`src/rtl/elem_pkg.sv`:
```
// Shared elementwise datapath types and sizes (also used by elem_add).
// ELEM_WB_FLUSH_EN enables partial-row flush support in elem_row_writeback.
package elem_pkg;

    localparam int unsigned DATA_SIZE = 8;
    localparam int unsigned INPUT_NUM = 12;
    localparam int unsigned ROW_NUM   = 24;
    localparam int unsigned ADDR_SIZE = 20;
    localparam int unsigned BLK_NUM   = ROW_NUM / INPUT_NUM;
    localparam int unsigned CNT_W     = (BLK_NUM > 1) ? $clog2(BLK_NUM) : 1;

    localparam logic [ADDR_SIZE-1:0] ADDR_BASE = '0;
    localparam logic [ADDR_SIZE-1:0] ADDR_OFFU = ADDR_SIZE'(1);

    typedef logic [DATA_SIZE-1:0] elem_t;
    typedef elem_t [INPUT_NUM-1:0] blk_t;
    typedef elem_t [ROW_NUM-1:0]   row_t;

    // Element-valid mask covering the first nblk blocks of a row.
    function automatic logic [ROW_NUM-1:0] blk_mask(input logic [CNT_W:0] nblk);
        logic [ROW_NUM-1:0] m;
        m = '0;
        for (int unsigned i = 0; i < ROW_NUM; i++) begin
            m[i] = (i < 32'(nblk) * INPUT_NUM);
        end
        return m;
    endfunction

endpackage

```
`src/rtl/elem_row_buf.sv`:
```
// One row buffer: block slots, full flag, and (with ELEM_WB_FLUSH_EN) an element-valid mask.
module elem_row_buf
    import elem_pkg::*;
(
    input  logic             clk,
    input  logic             rst,
    input  logic             clr,
    input  logic             load,
    input  logic [CNT_W-1:0] slot,
    input  blk_t             blk,
    input  logic             set_full,
    input  logic             drain,
`ifdef ELEM_WB_FLUSH_EN
    input  logic [ROW_NUM-1:0] mask_in,
    output logic [ROW_NUM-1:0] mask,
`endif
    output logic             full,
    output row_t             row
);

    blk_t [BLK_NUM-1:0] slots;

    // set_full wins over drain: a buffer freed this cycle may refill and close in the same cycle.
    always_ff @(posedge clk or posedge rst) begin
        if (rst) begin
            slots <= '0;
            full  <= 1'b0;
`ifdef ELEM_WB_FLUSH_EN
            mask  <= '0;
`endif
        end else begin
            if (load) begin
                slots[slot] <= blk;
            end
            if (clr) begin
                full <= 1'b0;
            end else if (set_full) begin
                full <= 1'b1;
            end else if (drain) begin
                full <= 1'b0;
            end
`ifdef ELEM_WB_FLUSH_EN
            if (clr) begin
                mask <= '0;
            end else if (set_full) begin
                mask <= mask_in;
            end
`endif
        end
    end

    assign row = row_t'(slots);

endmodule

```
`src/rtl/elem_row_writeback.sv`:
```
// Collects result blocks into rows and writes them to SRAM through ping-pong buffers.
// ELEM_WB_FLUSH_EN adds flush / wr_mask for writing partial rows.
module elem_row_writeback
    import elem_pkg::*;
(
    input  logic                           clk,
    input  logic                           rst,
    input  logic                           in_valid,
    input  logic [INPUT_NUM*DATA_SIZE-1:0] data_in,
    input  logic                           addr_reset,
`ifdef ELEM_WB_FLUSH_EN
    input  logic                           flush,
    output logic [ROW_NUM-1:0]             wr_mask,
`endif
    output logic                           wr_en,
    input  logic                           wr_ready,
    output logic [ADDR_SIZE-1:0]           wr_addr,
    output logic [ROW_NUM*DATA_SIZE-1:0]   wr_data,
    output logic                           overflow
);

    logic [CNT_W-1:0]     blk_cnt, blk_cnt_nxt;
    logic                 fill_sel, fill_sel_nxt;
    logic                 rd_sel, rd_sel_nxt;
    logic [ADDR_SIZE-1:0] wr_addr_nxt;
    logic                 wr_en_nxt, overflow_nxt;
    logic [1:0]           full, full_nxt, load, set_full, drain;
    logic                 accept, fill_full, store, drop, last, close;
    row_t                 rows [2];
`ifdef ELEM_WB_FLUSH_EN
    logic [ROW_NUM-1:0]   masks [2];
    logic [ROW_NUM-1:0]   mask_in;
    logic [CNT_W:0]       cnt_after;
    logic                 flush_do;
`endif

    // Next-state: drain first, then fill against the post-drain buffer state.
    always_comb begin
        accept    = wr_en & wr_ready;
        fill_full = full[fill_sel] & ~(accept & (rd_sel == fill_sel));
        store     = in_valid & ~fill_full & ~addr_reset;
        drop      = in_valid & fill_full & ~addr_reset;
        last      = store & (blk_cnt == CNT_W'(BLK_NUM - 1));
        close     = last;
`ifdef ELEM_WB_FLUSH_EN
        cnt_after = store ? ((CNT_W+1)'(blk_cnt) + (CNT_W+1)'(1)) : (CNT_W+1)'(blk_cnt);
        flush_do  = flush & ~addr_reset & ~last & (cnt_after != '0);
        close     = last | flush_do;
        mask_in   = last ? '1 : blk_mask(cnt_after);
`endif
        load     = '0;
        set_full = '0;
        drain    = '0;
        load[fill_sel]     = store;
        set_full[fill_sel] = close;
        drain[rd_sel]      = accept;

        full_nxt     = set_full | (full & ~drain);
        blk_cnt_nxt  = close ? '0 : (store ? blk_cnt + CNT_W'(1) : blk_cnt);
        fill_sel_nxt = fill_sel ^ close;
        rd_sel_nxt   = rd_sel ^ accept;
        wr_addr_nxt  = accept ? wr_addr + ADDR_OFFU : wr_addr;
        overflow_nxt = overflow | drop;

        if (addr_reset) begin
            full_nxt     = '0;
            blk_cnt_nxt  = '0;
            fill_sel_nxt = 1'b0;
            rd_sel_nxt   = 1'b0;
            wr_addr_nxt  = ADDR_BASE;
            overflow_nxt = 1'b0;
        end
        wr_en_nxt = full_nxt[rd_sel_nxt];
    end

    always_ff @(posedge clk or posedge rst) begin
        if (rst) begin
            blk_cnt  <= '0;
            fill_sel <= 1'b0;
            rd_sel   <= 1'b0;
            wr_en    <= 1'b0;
            wr_addr  <= ADDR_BASE;
            overflow <= 1'b0;
        end else begin
            blk_cnt  <= blk_cnt_nxt;
            fill_sel <= fill_sel_nxt;
            rd_sel   <= rd_sel_nxt;
            wr_en    <= wr_en_nxt;
            wr_addr  <= wr_addr_nxt;
            overflow <= overflow_nxt;
        end
    end

    for (genvar g = 0; g < 2; g++) begin : g_buf
        elem_row_buf u_buf (
            .clk      (clk),
            .rst      (rst),
            .clr      (addr_reset),
            .load     (load[g]),
            .slot     (blk_cnt),
            .blk      (blk_t'(data_in)),
            .set_full (set_full[g]),
            .drain    (drain[g]),
`ifdef ELEM_WB_FLUSH_EN
            .mask_in  (mask_in),
            .mask     (masks[g]),
`endif
            .full     (full[g]),
            .row      (rows[g])
        );
    end

    // Pending row is held stable in its buffer until accepted.
    assign wr_data = rd_sel ? rows[1] : rows[0];
`ifdef ELEM_WB_FLUSH_EN
    assign wr_mask = rd_sel ? masks[1] : masks[0];
`endif

endmodule
```
`config.mk`:
```
export PLATFORM = sky130hd
export DESIGN_NAME = elem_row_writeback
export DESIGN_NICKNAME = d
export VERILOG_FILES = /design/src/rtl/elem_pkg.sv /design/src/rtl/elem_row_buf.sv /design/src/rtl/elem_row_writeback.sv
export SDC_FILE = /design/constraint.sdc
export NUM_CORES = 1
export LEC_CHECK = 0
export ABC_AREA = 1
export CAP_MARGIN = 5
export CORE_MARGIN = 2
export CORE_UTILIZATION = 58
export DETAILED_ROUTE_END_ITERATION = 6
export GPL_ROUTABILITY_DRIVEN = 0
export PLACE_DENSITY_LB_ADDON = 0.05
export SKIP_CTS_REPAIR_TIMING = 1
export SLEW_MARGIN = 20
export SYNTH_ARGS = -nofsm -noshare
export SYNTH_HDL_FRONTEND = slang
export SYNTH_HIERARCHICAL = 1
export SYNTH_SLANG_ARGS = --single-unit
```
`constraint.sdc`:
```
create_clock -name clk -period 11.7 [get_ports clk]
set_input_delay 2.34 -clock clk [delete_from_list [all_inputs] [get_ports clk]]
set_output_delay 2.34 -clock clk [all_outputs]
set_load 0.01 [all_outputs]
```
==> impl_metrics.csv <==
group,metric,value,unit
setup_path,cp_slowest_cell,"buf_4",
setup_path,reg2reg_from,"wr_en",
power,p_sw_share,29.4,%
synth,synth-xor-area-share,0,%
synth,yosysTopAreaCell,"dfrtp_1",
worst_hold_path,worstHoldStart,"g_buf[0].u_buf/row[135]",
place,port_buffers,314,
setup_path,critPathMaxStageDelay,0.98,ns
synth,synth_top_family_by_area,"simple AND/OR/NAND/NOR gates",
floorplan,die_w,184,um
power,power_frac_seq,42.8,%
setup_path,required,9.36,ns
global_routing,grt_max_degree,137,
finish,drive_gt1_share,4.29,%
synth,syn_area,18800,sq um
global_routing,grt_pass1_vias,17300,
global_routing,grt-ovfl-total,0,
synth,synthMuxAreaShare,0.0533,%
sta,setup_tns,0,ns
floorplan,row_count,65,
power,p_per_area,190,nW/um^2
clock_network,clkLatencyLatePin,0.54,ns
sta,finalCriticalPeriod,6.24,ns
floorplan,die_area,33800,sq um
sta,rsz0062_at_grt,"false",
run,max-cap-violations,0,
sta,skew,0.0193,ns
power,power.switching,1.31,mW
finish,area_growth_syn_to_layout,24.4,%
setup_path,crit_path_end_kind,"output port",
power,p_int,3.13,mW
synth,syn_nets,2601,
synth,seq_area_frac_synth,54.8,%
power,peakVddDrop,0.125,mV
worst_hold_path,hold_class,"flop to flop",
place,post-dp-hpwl,31.8,mm
detailed_routing,drtIter0Drc,1784,
setup_path,crit_path_start_kind,"flop",
finish,fin_nets,2827,
setup_path,startpoint,"rd_sel",
global_routing,track_usage,33.1,%
synth,synth_compound_area_share,0.613,%
synth,synth_fa_ha_area_share,0.333,%
finish,mostFrequentLayoutCell,"nand2_1",
clock_network,cts.sinks,411,
clock_network,numCtsBuffers,43,
place,place_ws,5.33,ns
synth,synth_seq_cells,411,
floorplan,die_h,184,um
finish,layout_common_cells,"1589 x nand2_1, 409 x dfrtp_1, 314 x clkdlybuf4s50_1, 203 x nand3_1, 45 x clkbuf_16",
power,p_comb_share,24.7,%
setup_path,worst_ep_arrival_time,3.90,ns
synth,synth_cell_types,25,
setup_path,path_class,"flop to output port",
clock_network,cts_buffer_depth,3,
detailed_routing,first_pass_iters,6,
clock_network,htreeDepth,2,
floorplan,start_util,59.2,%
synth,syn_inst,2495,
sta,worst_pin_slew,1.10,ns
power,p_leak,12.6,nW
global_routing,grt_pass1_wl,89.1,mm
clock_network,tritoncts,"yes",
sta,fmax,160,MHz
sta,timing.hold.ws,0.470,ns
detailed_routing,ant_nets,0,
sta,finalSetupViolCount,0,
outcome,status,"completed",
detailed_routing,viasPerCell,5.51,
setup_path,path_cells,"buf_4 > buf_4 > nand2_1 > nand2_1 > clkdlybuf4s50_1",
detailed_routing,routed_wl,55.3,mm
clock_network,root_buffer,"clkbuf_16",
synth,netlist.area_leader.share,54.8,%
sta,finalHoldViolCount,0,
synth,yosys.area_share.simple,39.2,%
setup_path,crit_path_max_fanout,96,
synth,ys_top_cells_by_area,"dfrtp_1 55%, nand2_1 32%, nand3_1 5.4%",
clock_network,cts.reportedPaths.clkPinSlew,0.06,ns
floorplan,ioPinCount,315,
global_routing,antenna_found_initial,3,
detailed_routing,drc_errors,0,
sta,fin_crit_sh,53.3,%
detailed_routing,vias,17400,
sta,fin_ws,5.46,ns
power,clock_power_share,32.5,%
detailed_routing,post_drt_wl_per_cell,17.5,um
synth,avgSynthCellArea,7.53,sq um
synth,yosys_warnings,6,
sta,drv_slew,0,
sta,slew_headroom,26.3,%
floorplan,core-area,31700,sq um
stage by stage:
step / instances / utilization [%] / instance area (sq um) / power (mW)
floorplan: 2495 / - / 18800 / 2.43
global placement: 3077 / 68.8 / 21800 / 2.96
detailed placement: 3078 / 68.9 / 21800 / 3.00
CTS: 3153 / 73.6 / 23300 / 4.45
global route: 3155 / 73.6 / 23400 / 4.66
finish: 3155 / 73.6 / 23400 / 4.44
routing by layer:
metal	vias to the layer above	track usage, %	part of all wire, %
li1	8075	-	-
met1	8366	45.0	41
met2	828	54.2	47
met3	116	4.77	8.5
met4	0	12.6	3.3
met5	-	0	0
synth_stat cells:
library cell and count:
a21oi_1 12, and2_1 1, buf_1 12, buf_2 74, buf_4 18, buf_6 9, clkbuf_1 37, dfrtp_1 411
ha_1 5, inv_1 33, inv_2 6, mux2i_1 1, nand2_1 1589, nand2_2 8, nand3_1 203, nand3_2 2
nand3b_1 1, nand4_1 3, nor2_1 43, nor2_2 7, nor2_4 4, nor3_1 4, nor3_4 1, o21ai_0 8
o21ai_1 3
flip-flops by register name, summed over array words and instances (netlist names):
name and cells:
wr_en 1, overflow 1, fill_sel 1, g_buf.u_buf/full 2
wr_addr 20, g_buf.u_buf/row 384, blk_cnt 1, rd_sel 1
cell type report:
type	count	area (sq um)
timing repair buffer	331	3300
clock buffer	67	1340
multi-input combinational	1895	7580
fill	2463	8360
inverter	39	173
sequential	411	10300
clock inverter	8	165
tap	402	503
antenna	2	5.00
cells by family after synthesis:
kind of cell / count (synthesis)
adders and majority gates: 5
AOI/OAI and AO/OA: 23
muxes: 1
DFF: 411
buffers and inverters: 189
and+or+nand+nor: 1866
power groups by stage:
stage	Combinational, mW	Sequential (mW)	Clock (mW)
6_report	1.10	1.90	1.44
5_1_grt	1.21	1.93	1.52
4_1_cts	1.10	1.89	1.46
3_5_place_dp	1.09	1.91	0
3_3_place_gp	1.06	1.90	0
2_1_floorplan	0.561	1.87	0
path summary, 6_finish.rpt:
path | cells past startpoint | endpoint | slack (ns)
setup / recovery | 5 | wr_data[91] | 5.46
hold / removal | 2 | g_buf[0].u_buf/row[135] | 0.47
min in group asynchronous | 2 | g_buf[0].u_buf/row[96] | 2.49
hold reg to reg | 2 | g_buf[0].u_buf/row[135] | 0.47
setup reg to reg | 13 | g_buf[1].u_buf/row[117] | 7.65
max in group asynchronous | 3 | g_buf[1].u_buf/row[144] | 7.53
worst max-delay path, delay by kind of cell, from the launching register on:
kind	cells	cell delay, ns
flops	1	0.59
simple gates	2	0.36
buf+inv	3	2.34
Note: power is estimated with default switching activity, not from simulation.
